`src/rtl/binary_to_bcd_seq_if.sv`:
```
// Handshake bundle for the sequential binary-to-BCD converter.
// The slave modport is the converter; the master modport is the side
// that supplies binary values and consumes BCD results.
interface binary_to_bcd_seq_if #(
  parameter int BIN_WIDTH  = 20,
  parameter int BCD_DIGITS = 6
);
  logic                    in_valid;
  logic                    in_ready;
  logic [BIN_WIDTH-1:0]    in_binary;
  logic                    in_signed;
  logic                    out_valid;
  logic                    out_ready;
  logic [4*BCD_DIGITS-1:0] out_bcd;
  logic                    out_negative;
  logic                    out_overflow;

  modport slave (
    input  in_valid, in_binary, in_signed, out_ready,
    output in_ready, out_valid, out_bcd, out_negative, out_overflow
  );

  modport master (
    output in_valid, in_binary, in_signed, out_ready,
    input  in_ready, out_valid, out_bcd, out_negative, out_overflow
  );
endinterface

```
`src/rtl/binary_to_bcd_seq.sv`:
```
// Multi-cycle double-dabble binary-to-BCD converter, one input bit per clock.
// Accepts signed or unsigned values, reports sign and overflow, and either
// saturates to all nines or keeps the low digits when the value does not fit.
module binary_to_bcd_seq #(
  parameter int BIN_WIDTH  = 20,
  parameter int BCD_DIGITS = 6,
  parameter bit SATURATE   = 1'b1
) (
  input  logic                clk,
  input  logic                reset_n,
  binary_to_bcd_seq_if.slave  bus
);

  localparam int BCD_W = 4 * BCD_DIGITS;
  localparam int SR_W  = BCD_W + BIN_WIDTH;
  localparam int CNT_W = $clog2(BIN_WIDTH + 1);
  // Wide enough for both the magnitude and 10^BCD_DIGITS - 1.
  localparam int CMP_W = (BIN_WIDTH > BCD_W + 1) ? BIN_WIDTH : BCD_W + 1;

  function automatic logic [63:0] pow10(input int n);
    logic [63:0] r;
    r = 64'd1;
    for (int i = 0; i < n; i++) r = r * 64'd10;
    return r;
  endfunction

  localparam logic [CMP_W-1:0] MAX_VAL = CMP_W'(pow10(BCD_DIGITS) - 64'd1);

  typedef enum logic [1:0] {IDLE, CONVERT, DONE} state_t;

  state_t              state_q, state_d;
  logic [CNT_W-1:0]    cnt_q, cnt_d;
  logic [SR_W-1:0]     sr_q, sr_d;
  logic                neg_q, neg_d;
  logic                ovf_q, ovf_d;
  logic [BCD_W-1:0]    bcd_q, bcd_d;
  logic                out_neg_q, out_neg_d;
  logic                out_ovf_q, out_ovf_d;

  logic                in_neg;
  logic [BIN_WIDTH-1:0] in_abs;
  logic [BCD_W-1:0]    bcd_adj;
  logic [SR_W-1:0]     sr_shift;

  // Sign and magnitude of the offered input; the most-negative value maps
  // to 2^(BIN_WIDTH-1), which still fits as an unsigned BIN_WIDTH number.
  assign in_neg = bus.in_signed & bus.in_binary[BIN_WIDTH-1];
  assign in_abs = in_neg ? (~bus.in_binary + BIN_WIDTH'(1)) : bus.in_binary;

  // Add-3 correction on every nibble of the pre-shift BCD field.
  for (genvar gi = 0; gi < BCD_DIGITS; gi++) begin : g_adj
    assign bcd_adj[gi*4 +: 4] = (sr_q[BIN_WIDTH + gi*4 +: 4] >= 4'd5)
                              ? sr_q[BIN_WIDTH + gi*4 +: 4] + 4'd3
                              : sr_q[BIN_WIDTH + gi*4 +: 4];
  end

  // Carries out of the top digit fall off here, which yields the
  // low-digit result when truncating.
  assign sr_shift = {bcd_adj, sr_q[BIN_WIDTH-1:0]} << 1;

  // Next-state and datapath update for IDLE / CONVERT / DONE.
  always_comb begin
    state_d   = state_q;
    cnt_d     = cnt_q;
    sr_d      = sr_q;
    neg_d     = neg_q;
    ovf_d     = ovf_q;
    bcd_d     = bcd_q;
    out_neg_d = out_neg_q;
    out_ovf_d = out_ovf_q;
    case (state_q)
      IDLE: begin
        if (bus.in_valid) begin
          neg_d   = in_neg;
          ovf_d   = CMP_W'(in_abs) > MAX_VAL;
          sr_d    = {{BCD_W{1'b0}}, in_abs};
          cnt_d   = '0;
          state_d = CONVERT;
        end
      end
      CONVERT: begin
        sr_d  = sr_shift;
        cnt_d = cnt_q + CNT_W'(1);
        if (cnt_q == CNT_W'(BIN_WIDTH - 1)) begin
          state_d   = DONE;
          bcd_d     = (SATURATE && ovf_q) ? {BCD_DIGITS{4'h9}}
                                          : sr_shift[SR_W-1 -: BCD_W];
          out_neg_d = neg_q;
          out_ovf_d = ovf_q;
        end
      end
      DONE: begin
        if (bus.out_ready) state_d = IDLE;
      end
      default: state_d = IDLE;
    endcase
  end

  // State and datapath registers with synchronous active-low reset.
  always_ff @(posedge clk) begin
    if (!reset_n) begin
      state_q   <= IDLE;
      cnt_q     <= '0;
      sr_q      <= '0;
      neg_q     <= 1'b0;
      ovf_q     <= 1'b0;
      bcd_q     <= '0;
      out_neg_q <= 1'b0;
      out_ovf_q <= 1'b0;
    end else begin
      state_q   <= state_d;
      cnt_q     <= cnt_d;
      sr_q      <= sr_d;
      neg_q     <= neg_d;
      ovf_q     <= ovf_d;
      bcd_q     <= bcd_d;
      out_neg_q <= out_neg_d;
      out_ovf_q <= out_ovf_d;
    end
  end

  assign bus.in_ready     = (state_q == IDLE);
  assign bus.out_valid    = (state_q == DONE);
  assign bus.out_bcd      = bcd_q;
  assign bus.out_negative = out_neg_q;
  assign bus.out_overflow = out_ovf_q;

endmodule

```
`src/flat_wrapper.sv`:
```
// flat-port wrapper written by rule: the top's interface ports become plain ports
module binary_to_bcd_seq_flat 
#(
  parameter int BIN_WIDTH  = 20,
  parameter int BCD_DIGITS = 6,
  parameter bit SATURATE   = 1'b1
)
  (clk, reset_n, bus_in_valid, bus_in_binary, bus_in_signed, bus_out_ready, bus_in_ready, bus_out_valid, bus_out_bcd, bus_out_negative, bus_out_overflow);
  binary_to_bcd_seq_if #(.BIN_WIDTH(BIN_WIDTH), .BCD_DIGITS(BCD_DIGITS)) bus_i ();
  input  logic clk;
  input  logic reset_n;
  input wire logic [$bits(bus_i.in_valid)-1:0] bus_in_valid;
  input wire logic [$bits(bus_i.in_binary)-1:0] bus_in_binary;
  input wire logic [$bits(bus_i.in_signed)-1:0] bus_in_signed;
  input wire logic [$bits(bus_i.out_ready)-1:0] bus_out_ready;
  output wire logic [$bits(bus_i.in_ready)-1:0] bus_in_ready;
  output wire logic [$bits(bus_i.out_valid)-1:0] bus_out_valid;
  output wire logic [$bits(bus_i.out_bcd)-1:0] bus_out_bcd;
  output wire logic [$bits(bus_i.out_negative)-1:0] bus_out_negative;
  output wire logic [$bits(bus_i.out_overflow)-1:0] bus_out_overflow;
  assign bus_i.in_valid = bus_in_valid;
  assign bus_i.in_binary = bus_in_binary;
  assign bus_i.in_signed = bus_in_signed;
  assign bus_i.out_ready = bus_out_ready;
  assign bus_in_ready = bus_i.in_ready;
  assign bus_out_valid = bus_i.out_valid;
  assign bus_out_bcd = bus_i.out_bcd;
  assign bus_out_negative = bus_i.out_negative;
  assign bus_out_overflow = bus_i.out_overflow;
  binary_to_bcd_seq #(.BIN_WIDTH(BIN_WIDTH), .BCD_DIGITS(BCD_DIGITS), .SATURATE(SATURATE)) u_core (.clk(clk), .reset_n(reset_n), .bus(bus_i));
endmodule
```
`config.mk`:
```
export PLATFORM = sky130hd
export DESIGN_NAME = binary_to_bcd_seq_flat
export DESIGN_NICKNAME = d
export VERILOG_FILES = /design/src/rtl/binary_to_bcd_seq_if.sv /design/src/rtl/binary_to_bcd_seq.sv /design/src/flat_wrapper.sv
export SDC_FILE = /design/constraint.sdc
export NUM_CORES = 1
export LEC_CHECK = 0
export ABC_AREA = 1
export CORE_ASPECT_RATIO = 1.5
export CORE_MARGIN = 1.5
export CORE_UTILIZATION = 55
export CTS_BUF_LIST = sky130_fd_sc_hd__clkbuf_4 sky130_fd_sc_hd__clkbuf_8 sky130_fd_sc_hd__clkbuf_16
export CTS_CLUSTER_SIZE = 16
export DETAILED_ROUTE_END_ITERATION = 10
export GPL_ROUTABILITY_DRIVEN = 1
export PLACE_DENSITY = 0.79
export SYNTH_ARGS = -nofsm -noshare
export SYNTH_HDL_FRONTEND = slang
export SYNTH_SLANG_ARGS = --single-unit
```
`constraint.sdc`:
```
create_clock -name clk -period 2.2 [get_ports clk]
set_input_delay 0.44 -clock clk [delete_from_list [all_inputs] [get_ports clk]]
set_output_delay 0.44 -clock clk [all_outputs]
set_load 0.01 [all_outputs]
```
# Yosys cells after proc, flatten, opt, wreduce, memory -nomap -nowiden
# Cells that the tools add are included.
[classes] mux=16 bitwise_logic=2 div_mod_pow=0 mul=0 n_reduce_logical=6 addsub=8 n_shift=0 n_eq_ne=6 n_lt_le_gt_ge=7
[op_table] operator="one-hot mux 44 bit (2 select lines)" n=1
[op_table] operator="2-to-1 mux 44 bit" n=1
[op_table] operator=">= comparator 4 x 3 -> 1 bit (second input constant)" n=6
[op_table] operator="2-to-1 mux 24 bit" n=1
[op_table] operator="adder 20 x 1 -> 20 bit (second input constant)" n=1
[op_table] operator="adder 4 x 2 -> 4 bit (second input constant)" n=5
[op_table] operator="> comparator 20 bit (second input constant)" n=1
[op_table] operator="2-to-1 mux 20 bit" n=1
[op_table] operator="2-to-1 mux 4 bit" n=5
[op_table] operator="NOT 20 bit" n=1
[op_table] operator="one-hot mux 5 bit (2 select lines)" n=1
[op_table] operator="2-to-1 mux 2 bit" n=3
[op_table] operator="one-hot mux 2 bit (3 select lines)" n=1
[op_table] operator="AND reduction 2 bit" n=3
[op_table] operator="adder 5 x 1 -> 5 bit (second input constant)" n=1
[op_table] operator="equality test 5 bit (second input constant)" n=1
[op_table] operator="2-to-1 mux 5 bit" n=1
[op_table] operator="!= test 2 bit (second input constant)" n=2
[op_table] operator="adder 3 x 2 -> 3 bit (second input constant)" n=1
[op_table] operator="2-to-1 mux 3 bit" n=1
[op_table] operator="AND reduction 3 bit" n=1
[op_table] operator="equality test 2 x 1 -> 1 bit (second input constant)" n=1
[op_table] operator="equality test 2 bit (second input constant)" n=1
[op_table] operator="zero test 2 bit" n=1
[op_table] operator="3 further kinds" n=3
[word_totals] ff_bits=79 latchBits=0 elab_cells=53 rom_bits=0 inputBits=25 memories=0 ram_bits=0

# Logic depth before layout (Yosys ltp)
[logic_depth] word_depth=5 depth_mapped=15 mapped_depth_nobuf=15

# Worst setup path before layout
# No wires, ideal clock.
[synth_path] path_type="input -> register" startpoint="input port bus_in_binary[1]" endpoint="register u_core.ovf_q" n_path_buf=0 required_ns=2.133 path_stages=12 setup_slack_ns=0.504 arrival_time_ns=1.628 path_cell_list="inv_1 -> ha_1 -> nand2_1 -> nand2_2 -> nand3_2 -> a21oi_2 -> nand2_1 -> nand2_1 -> nand3_1 -> nor3_2 -> nand2_1 -> a21oi_2"
[synth_via] elab_chain_len=4
[synth_lines] element="start, declared" line="flat_wrapper.sv:13" rtl="input wire logic [$bits(bus_i.in_binary)-1:0] bus_in_binary;"
[synth_lines] element="NOT 20 bit" line="binary_to_bcd_seq.sv:48" rtl="assign in_abs = in_neg ? (~bus.in_binary + BIN_WIDTH'(1)) : bus.in_binary;"
[synth_lines] element="adder 20 x 1 -> 20 bit" line="binary_to_bcd_seq.sv:48"
[synth_lines] element="2-to-1 mux 20 bit (*)" line="binary_to_bcd_seq.sv:48"
[synth_lines] element="> comparator 20 bit (*)" line="binary_to_bcd_seq.sv:75" rtl="ovf_d = CMP_W'(in_abs) > MAX_VAL;"
[synth_lines] element="end signal, assigned" line="binary_to_bcd_seq.sv:115" rtl="ovf_q <= ovf_d;"
[synth_lines] element="end, declared" line="binary_to_bcd_seq.sv:35" rtl="logic ovf_q, ovf_d;"
# Mark *: on every way between the ends. The rest lies on a longest branch, timed or not.
# A chain may end at the register's enable or synchronous reset.

# Worst setup path after layout
[layout_path] startpoint="register u_core.state_q[1]" endpoint="output port bus_out_valid"
[layout_via] elab_chain_len=1
[layout_lines] element="start, declared" line="binary_to_bcd_seq.sv:31" rtl="state_t state_q, state_d;"
[layout_lines] element="start signal, assigned" line="binary_to_bcd_seq.sv:111" rtl="state_q <= state_d;"
[layout_lines] element="equality test 2 bit" line="binary_to_bcd_seq.sv:123" rtl="assign bus.out_valid = (state_q == DONE);"
[layout_lines] element="end, declared" line="flat_wrapper.sv:17" rtl="output wire logic [$bits(bus_i.out_valid)-1:0] bus_out_valid;"
# No other way between the ends.

==> results by group <==
Placement
  – Port buffer count: 52
  – Detail Placement HPWL: 6510 um
  – Gpl congestion: roughly 0.8
  – DP Area: roughly 4900 sq um

Global route
  – Vias in the first global route: ~3800
  – Initial antenna violation count: 0
  – GRT Resource Usage Total: 0.245
  – Largest net degree at the start of global routing: 50
  – First-pass GRT wire length: between 15000 and 20000 um
  – Gr ovfl total: 0

Timing
  – Fin. max-slew vios: 0
  – # setup viols final: 0
  – Post-layout minimum cycle time: between 1500 and 2000 ps
  – Fmax: between 500 and 600 MHz
  – Tightest Pin Transition: approximately 550 ps
  – Period utilisation layout: 0.867
  – Max-slew headroom: 0.632
  – WHS: 463 ps
  – Worst Skew: approximately 6.9 ps
  – Unrepaired setup endpoints after global routing: no
  – Hold Vio Cnt, Final: 0

Detailed routing
  – Total iterations of the first detailed-routing run: 4
  – ANT nets after route: 0
  – Via Count: 3953
  – DRC Markers: 0
  – Avg WL per Cell: roughly 12 um
  – Via density: 5.15
  – Total routed wirelength: 9040 um
  – Initial drt markers: ~220

Yosys
  – Largest area contributor in the netlist: dfxtp_1
  – Largest family of logic cells by synthesized area: simple AND/OR/NAND/NOR gates
  – Post-Synth XOR/XNOR Area: 0.0339
  – Yosys warns: 0
  – Post-synth top area share: 0.383
  – Ys async rst share: 0
  – Mux share of post-synthesis cell area: 0
  – Largest cells by area after synthesis: dfxtp_1, nand2_1, a21oi_1, inv_1, ha_1
  – Syn Inst Count: between 600 and 700
  – Post-Syn Area per Cell: approximately 6.8 sq um
  – EDFF count, synth: 0
  – Mapped Nets: roughly 640
  – Simple-gate share of the synthesized area: 0.280
  – Seq/Total Area, Yosys: 0.383
  – Post-synth cell types: 33
  – Mapped Area: 4130 sq um
  – Post-synthesis compound-gate area fraction: 0.182
  – Post-Synth Adder-Cell Area: 0.0424
  – #FFs+latches synth: 79
  – Dominant synthesized flop cell: dfxtp_1

Critical path
  – R2r worst-path depth: 8
  – Crit path capture type: primary output
  – Worst R2R Start: u_core.cnt_q[0]$_SDFFE_PN0P_
  – Arrival @ worst endpoint: about 1500 ps
  – CP Launch Type: flop
  – R2R Path End: u_core.bus.out_bcd[18]$_SDFFE_PN0P_
  – Data required, critical path: roughly 1800 ps
  – Maximum fanout along the worst path: 3
  – Worst Setup Path Type: reg -> out
  – R2r setup slk: between 300 and 400 ps

Outcome
  – Outcome: finished clean

Power
  – Net switching power figure: between 0.0007 and 0.0008 W
  – Power per cell area: between 500 and 600 nW/um^2
  – P_leak: roughly 2.0 nW
  – Combinational fraction of design power: 0.123
  – Sequential power share: 0.509
  – Clock power share: 0.368
  – P_int: between 0.002 and 0.0025 W
  – Switching Share: 0.251
  – Peak VDD IR: ~0.36 mV

Floorplanning
  – I/O pin total: 53
  – Initial core utilization: 0.567
  – Area of the die: between 8000 and 9000 sq um
  – Cell Rows: 38
  – Core Box Area: 7270 sq um
  – Die width: around 74 um
  – Die H: ~110 um

CTS
  – Postcts setup bufs: 0
  – Hold Buf Count CTS: 0
  – CTS tree: done
  – CTS buffer count: 9
  – Clock tree buffer depth: 2
  – CTS resizes: 0
  – Worst-path clk slew: about 80 ps
  – H-tree levels: 3
  – CTS root buffer: clkbuf_8
  – Worst skew pair latency: 360 ps
  – Clock Sinks: roughly 80

Worst hold path
  – Hold path cells: 2
  – Hold Path End: u_core.bus.out_overflow$_SDFFE_PN0P_
  – Worst Hold Class: reg -> reg
  – HP Start: u_core.bus.out_overflow$_SDFFE_PN0P_

Layout
  – # diodes: 0
  – Synth-to-layout area growth: 22.7%
  – Design area: just over 5000 sq um
  – Nets: 701
  – Proportion of layout cells with a drive suffix above 1: 0.0930

Flow run
  – Max_cap viols: 0
## how the worst max path moves through the flow
stage,start,end,slack [ps],cells past startpoint
final,u_core.state_q[1]$_SDFFE_PN0P_,bus_out_valid,290,3
after global routing,bus_in_binary[0],u_core.ovf_q$_SDFFE_PN0P_,110,13
after CTS,u_core.state_q[1]$_SDFFE_PN0P_,bus_out_valid,270,3
after detailed placement,bus_in_binary[0],u_core.ovf_q$_SDFFE_PN0P_,-40,13
after global placement,bus_in_binary[0],u_core.ovf_q$_SDFFE_PN0P_,10,13
after floorplan,bus_in_binary[1],u_core.ovf_q$_SDFFE_PN0P_,500,12
## state kept, by name (all words and copies together), names as in the netlist
name / cells
u_core.bus.out_negative: 1
u_core.sr_q: 44
u_core.state_q: 2
u_core.ovf_q: 1
u_core.neg_q: 1
u_core.cnt_q: 5
u_core.bus.out_overflow: 1
u_core.bus.out_bcd: 24
## synth_stat cells, types with 6 or more instances
| cell type | n |
|---|---|
| nand3_1 | 18 |
| dfxtp_1 | 79 |
| a31oi_1 | 19 |
| a21oi_1 | 84 |
| nor2_1 | 42 |
| o21ai_0 | 21 |
| buf_2 | 10 |
| inv_1 | 52 |
| o21bai_1 | 6 |
| xor2_1 | 15 |
| ha_1 | 14 |
| clkbuf_1 | 18 |
| nand2_1 | 194 |
## logic make-up (layout without fill, tap and decap cells)
logic type / count (synthesis) / in the layout
adders and majority gates: 14 / 14
buffers and inverters: 82 / 144
and+or+nand+nor: 276 / 276
xor gates and xnor gates: 16 / 16
DFF: 79 / 79
AOI/OAI and AO/OA: 138 / 138
## layout make-up
| type | count | area [sq um] |
|---|---|---|
| clock buffers | 12 | 153 |
| fillers | 616 | 2210 |
| flip-flops and latches | 79 | 1580 |
| clock inverters | 4 | 45.0 |
| repair buffers | 74 | 723 |
| inverters | 54 | 203 |
| well taps | 100 | 125 |
| multi-input cells | 444 | 2240 |
## power groups by stage
stage	clock, W	sequential (W)	combinational [W]
after floorplan	0	0.00151	0.000219
after global placement	0	0.00152	0.000353
after detailed placement	0	0.00152	0.000361
after CTS	0.00110	0.00149	0.000362
after global routing	0.00114	0.00149	0.000405
final	0.00107	0.00149	0.000361
## cells in the final DEF (no fill, tap or decap)
master / n
nand3b_1: 2
nor2_2: 3
o21ai_1: 1
a21oi_2: 2
nand2_4: 1
o21ai_0: 21
xor2_1: 15
nand3_1: 18
buf_4: 19
nor3_2: 2
nor2_1: 40
bufinv_16: 1
clkinv_2: 3
nand3_2: 2
a21o_1: 1
a31oi_1: 19
clkbuf_4: 2
or2_2: 2
inv_1: 51
a211oi_1: 1
nand2_1: 194
o21bai_1: 6
clkdlybuf4s50_1: 52
ha_1: 14
inv_2: 3
nand2_2: 2
a21oi_1: 84
clkbuf_8: 10
buf_12: 3
a21boi_2: 1
nor2_4: 5
nand4_1: 3
o211ai_1: 1
xnor2_1: 1
o31ai_1: 1
and2_4: 1
dfxtp_1: 79
nor3_1: 1
## stage by stage
step                      std cells  setup WS (ps)  utilization  power [W]  TNS (ps)
after floorplan                 605            504            -    0.00173         0
after global placement          751           12.1        0.669    0.00187         0
after detailed placement        751          -38.6        0.669    0.00188     -38.6
after CTS                       767            265        0.696    0.00294         0
after global routing            767            114        0.696    0.00303         0
final                           767            294        0.696    0.00292         0
## worst max-delay path, stage by stage, from the launching register on
cell,delay (ps)
dfxtp_1,400
inv_1,50
nor2_1,110
clkdlybuf4s50_1,550
## layer usage
layer | vias to the layer above | wire (um) | track usage
met1 | 1805 | 3730 | 0.265
met2 | 72 | 4910 | 0.455
met4 | 0 | 138 | 0.111
met3 | 12 | 269 | 0.0388
li1 | 2064 | - | -
met5 | - | 0 | 0
Power figures use the tool's default switching activity.
